<file path="config.mk">
export PLATFORM = sky130hd
export DESIGN_NAME = cipher_round_engine
export DESIGN_NICKNAME = d
export VERILOG_FILES = /design/src/rtl/cipher_round_engine.sv
export SDC_FILE = /design/constraint.sdc
export NUM_CORES = 1
export LEC_CHECK = 0
export ABC_AREA = 0
export CORE_UTILIZATION = 40
export CTS_CLUSTER_DIAMETER = 30
export DETAILED_ROUTE_END_ITERATION = 10
export SLEW_MARGIN = 20
export SYNTH_ARGS = -nofsm -noshare
export SYNTH_HDL_FRONTEND = slang
export SYNTH_SLANG_ARGS = --single-unit
</file>
<file path="constraint.sdc">
create_clock -name clk -period 5.3 [get_ports clk]
set_input_delay 0.795 -clock clk [delete_from_list [all_inputs] [get_ports clk]]
set_output_delay 0.795 -clock clk [all_outputs]
set_load 0.005 [all_outputs]
</file>
<file path="src/rtl/cipher_round_engine.sv">
// Iterative multi-round cipher core: one full round per clock, valid/ready on both sides.
// Block is LANES x 32-bit words; the nibble S-box runs per lane, the byte permutes span the block.

module cre_sbox_lane (
   input  logic [31:0] word_i,
   output logic [31:0] word_o
);

   function automatic logic [3:0] sbox4(input logic [3:0] x);
      logic [3:0] y;
      case (x)
         4'h0: y = 4'hC;
         4'h1: y = 4'h5;
         4'h2: y = 4'h6;
         4'h3: y = 4'hB;
         4'h4: y = 4'h9;
         4'h5: y = 4'h0;
         4'h6: y = 4'hA;
         4'h7: y = 4'hD;
         4'h8: y = 4'h3;
         4'h9: y = 4'hE;
         4'hA: y = 4'hF;
         4'hB: y = 4'h8;
         4'hC: y = 4'h4;
         4'hD: y = 4'h7;
         4'hE: y = 4'h1;
         default: y = 4'h2;
      endcase
      return y;
   endfunction

   for (genvar g = 0; g < 8; g++) begin : g_nib
      assign word_o[4*g +: 4] = sbox4(word_i[4*g +: 4]);
   end

endmodule

module cipher_round_engine #(
   parameter int LANES  = 4,
   parameter int ROUNDS = 16
) (
   input  logic                  clk,
   input  logic                  rst_n,
   input  logic                  in_valid,
   output logic                  in_ready,
   input  logic [32*LANES-1:0]   in_data,
   input  logic [31:0]           in_key,
   output logic                  out_valid,
   input  logic                  out_ready,
   output logic [32*LANES-1:0]   out_data,
   output logic                  busy,
   output logic [7:0]            round_idx
);

   localparam int NB = 4 * LANES;

   typedef enum logic [1:0] {IDLE, RUN, DONE} state_e;

   state_e                  fsm_q, fsm_d;
   logic [LANES-1:0][31:0]  st_q, st_d;
   logic [31:0]             key_q, key_d;
   logic [7:0]              cnt_q, cnt_d;
   logic                    alive_q;

   // ---------------- round datapath ----------------
   logic [31:0]             mix_t;
   logic [LANES-1:0][31:0]  s1, s2w, s3, s4w, s5, nxt;
   logic [NB-1:0][7:0]      s1b, s2b, s3b, s4b;
   logic [31:0]             rk;
   logic [5:0]              rsh;

   always_comb begin
      mix_t = '0;
      for (int i = 0; i < LANES; i++) mix_t ^= st_q[i];
   end

   always_comb begin
      for (int i = 0; i < LANES; i++) s1[i] = st_q[i] ^ mix_t;
   end

   assign s1b = s1;

   always_comb begin
      for (int j = 0; j < NB; j++) s2b[j] = s1b[NB-1-j];
   end

   assign s2w = s2b;

   for (genvar g = 0; g < LANES; g++) begin : g_lane
      cre_sbox_lane u_sbox (
         .word_i (s2w[g]),
         .word_o (s3[g])
      );
   end

   assign s3b = s3;

   always_comb begin
      for (int j = 0; j < NB; j++) s4b[j] = s3b[NB-1-j];
   end

   assign s4w = s4b;

   // Round key: rotate base key left by (cnt mod 32), then fold in the round number.
   assign rsh = 6'd32 - {1'b0, cnt_q[4:0]};
   assign rk  = ((key_q << cnt_q[4:0]) | (key_q >> rsh)) ^ {24'd0, cnt_q};

   always_comb begin
      for (int i = 0; i < LANES; i++) begin
         s5[i]  = {s4w[i][15:0], s4w[i][31:16]};
         nxt[i] = s5[i] ^ rk;
      end
   end

   // ---------------- control ----------------
   always_comb begin
      fsm_d    = fsm_q;
      st_d     = st_q;
      key_d    = key_q;
      cnt_d    = cnt_q;
      in_ready = 1'b0;
      case (fsm_q)
         IDLE: begin
            in_ready = alive_q;
            if (in_valid && alive_q) begin
               st_d  = in_data;
               key_d = in_key;
               cnt_d = 8'd0;
               fsm_d = RUN;
            end
         end
         RUN: begin
            st_d  = nxt;
            cnt_d = cnt_q + 8'd1;
            if (cnt_q == 8'(ROUNDS-1)) fsm_d = DONE;
         end
         DONE: begin
            in_ready = out_ready;
            if (out_ready) begin
               if (in_valid) begin
                  st_d  = in_data;
                  key_d = in_key;
                  cnt_d = 8'd0;
                  fsm_d = RUN;
               end else begin
                  fsm_d = IDLE;
               end
            end
         end
         default: fsm_d = IDLE;
      endcase
   end

   // alive_q keeps in_ready low through reset and sets on the first edge after release.
   always_ff @(posedge clk or negedge rst_n) begin
      if (!rst_n) begin
         fsm_q   <= IDLE;
         st_q    <= '0;
         key_q   <= '0;
         cnt_q   <= '0;
         alive_q <= 1'b0;
      end else begin
         fsm_q   <= fsm_d;
         st_q    <= st_d;
         key_q   <= key_d;
         cnt_q   <= cnt_d;
         alive_q <= 1'b1;
      end
   end

   assign out_valid = (fsm_q == DONE);
   assign busy      = (fsm_q == RUN);
   assign round_idx = busy ? cnt_q : 8'd0;
   assign out_data  = out_valid ? st_q : '0;

endmodule

</file>
==> metrics, run 1 <==
Starting Density=0.405; Slew Limit Fails=0; Top Family by Delay on Critical Path=multiplexers; min cycle time layout=4.81 ns; Hold WC Path Type=in -> async; startpoint types=flip-flop; post-cts gate resize count=0; met3 Usage GRT=0.0441; Filler Cell Count=4,772; Post-Route WL=71,700 um; DR vias=17,700; Synth Register Bits=171; drt first-iter violations=1,853; Setup Viol. Count Final=0; Yosys cell types=69; Setup Buffers After CTS=0; Placer Congestion=0.930; relative max-transition margin=0.254; Slowest-stage cell, CP=ha_1; Synthesized Nets=2,354; vias in the first global route=17,000; CP Buf/Inv Count=2; dpl hpwl=55,600 um; Fin Clk Skew=0.0181 ns; r2r setup slk=0.49 ns; Mapped Cells=2,090; Syn Std Cell Area=20,300 um2; area growth from synthesis to layout=21.1%; met1 usage=0.388; WP data required=5.67 ns; cells along the critical path=inv_1 -> ha_1 -> inv_2 -> mux4_2 -> a21boi_0 -> a2111oi_0 -> mux2i_1 -> xnor2_1 -> a21oi_1; height of the die=227 um; vias per cell=5.88; Post-synth EDFFs=0; setup TNS=0 ns; CP arrival=5.18 ns; RSZ-0062 raised after global routing=false; Root Buffer=clkbuf_16; drt first pass iters=6; initial antenna violation count=1; CTS tree=built; critical path class=reg -> reg; CTS Hold Bufs=0; TritonCTS Buffers=17; Layout Nets=2,584; fin crit share=0.908; worst slew pin tran=1.12 ns; first-pass GRT wire length=107,000 um; share of cells above drive strength 1=0.138; Total Routing Usage GR=0.278; max-cap violations=0; Die W=227 um; sequential area share after synthesis=0.211; status=complete, no violations; H-tree levels=4; ys async rst share=1.00; CP Max Fanout=24; Mean Syn Cell Area=9.71 um2; Final Hold Viols=0; Peak Freq=208 MHz; Largest stage delay, worst path=1.05 ns; met2 usage=0.445; largest net degree at the start of global routing=221; Syn. warnings=0; worst-skew pair later-pin latency=0.52 ns; Finished Core Util=0.491; IO Port Bufs=302; die area=51,600 um2; # diodes=0; I/O pin count=303; most frequent cells in the layout=clkdlybuf4s50_1, xnor2_1, dfrtp_1; CTS Buffer Depth=2; CP Capture Type=flip-flop; clk slew on worst S/H paths=0.08 ns; core area=50,100 um2; Core Rows=82; total global routing overflow=0; Avg WL per Cell=23.9 um; Primary FF master, synth=dfrtp_1; remaining antenna violation count=0; clk sink count=171; Most Crowded Layer GR=met2; DRC violation count after routing=0; most common cell after layout, fill and taps aside=clkdlybuf4s50_1
[cell usage after synthesis, types with 4 or more instances]
library cell | count | area [um2]
a221o_1 | 5 | 50.1
nand2_1 | 108 | 405
a211oi_1 | 58 | 435
o21ai_0 | 82 | 410
mux4_2 | 140 | 3150
a2111oi_0 | 7 | 61.3
nand3_1 | 28 | 140
a22oi_1 | 12 | 90.1
ha_1 | 100 | 1250
nor3b_1 | 4 | 30.0
o221ai_1 | 28 | 245
xor2_1 | 110 | 963
and2_1 | 141 | 882
o22ai_1 | 6 | 37.5
buf_1 | 9 | 33.8
o211ai_1 | 8 | 60.1
mux2i_1 | 138 | 1380
xor3_1 | 4 | 95.1
clkbuf_1 | 95 | 357
nor2_1 | 75 | 282
nand2b_1 | 9 | 56.3
o31ai_1 | 5 | 37.5
nor2b_1 | 61 | 382
inv_1 | 106 | 398
xnor2_1 | 265 | 2320
nor4_1 | 6 | 37.5
dfrtp_1 | 171 | 4280
nor3_1 | 14 | 70.1
mux2_2 | 98 | 1100
o21ai_1 | 19 | 95.1
a21oi_1 | 97 | 485
buf_2 | 20 | 100
[path summary, 6_finish.rpt]
kind / startpoint / to / depth (start not counted)
worst max-delay path: cnt_q[0] / st_q[1] / 9
worst min-delay path: rst_n / key_q[20] / 1
worst max register to register: cnt_q[0] / st_q[1] / 9
worst min register to register: st_q[18] / st_q[18] / 2
max in group asynchronous: rst_n / st_q[71] / 2
min in group clk: st_q[18] / st_q[18] / 2
[registers in the layout, indices dropped and copies added (netlist names)]
signal   flops
key_q       32
fsm_q        2
alive_q      1
cnt_q        8
st_q       128
[metal layers]
layer | share of wire | vias to the layer above | wire [um]
met5 | 0.00015 | - | 11
met4 | 0.021 | 2 | 1530
met3 | 0.063 | 91 | 4550
met2 | 0.47 | 693 | 33600
met1 | 0.45 | 8894 | 32000
li1 | - | 7985 | -
[through the flow]
stage / hold slack [ns] / cell area, um2 / setup WS (ns) / cells
finish: 0.286 / 24600 / 0.485 / 3005
global route: 0.349 / 24600 / 0.294 / 3005
CTS: 0.325 / 24600 / 0.511 / 3005
detailed placement: 0.643 / 24000 / 0.559 / 2973
global placement: 0.628 / 24000 / 0.590 / 2973
floorplan: 0.499 / 20300 / 1.04 / 2090
[cells by family (layout without fill, tap and decap cells)]
family,Yosys count,count (layout),share of synthesized area
adder cells (fa/ha/maj),100,100,0.0616
multiplexers,377,377,0.278
flip-flops,171,171,0.211
buffers and inverters,237,480,0.0462
AND/OR/NAND/NOR,460,460,0.118
XOR/XNOR,382,382,0.170
AO/OA/AOI/OAI,362,362,0.116
other,1,1,0.000185
[cell type report]
type / instances / area (um2) / area share
sequential: 171 / 4280 / 0.174
timing repair buffer: 338 / 3360 / 0.137
clock buffer: 18 / 439 / 0.0179
tap: 672 / 841 / 0.0342
multi-input combinational: 1682 / 15100 / 0.614
clock inverter: 14 / 146 / 0.00596
inverter: 110 / 418 / 0.0170
Power of run 1 is not shown: default switching activity piles up to over one toggle a cycle in this logic, so the estimate is an artifact.
==> run 2: changes to the inputs <==
--- a/config.mk
+++ b/config.mk
@@ -7,7 +7,7 @@
 export LEC_CHECK = 0
 export ABC_AREA = 0
 export CORE_UTILIZATION = 40
-export CTS_CLUSTER_DIAMETER = 30
+export CTS_CLUSTER_DIAMETER = 40
 export DETAILED_ROUTE_END_ITERATION = 10
 export SLEW_MARGIN = 20
 export SYNTH_ARGS = -nofsm -noshare
==> results of run 2 <==
Final layout, timing and power as in run 1 (identical DEF).
Power of run 2 is left out for the same reason.
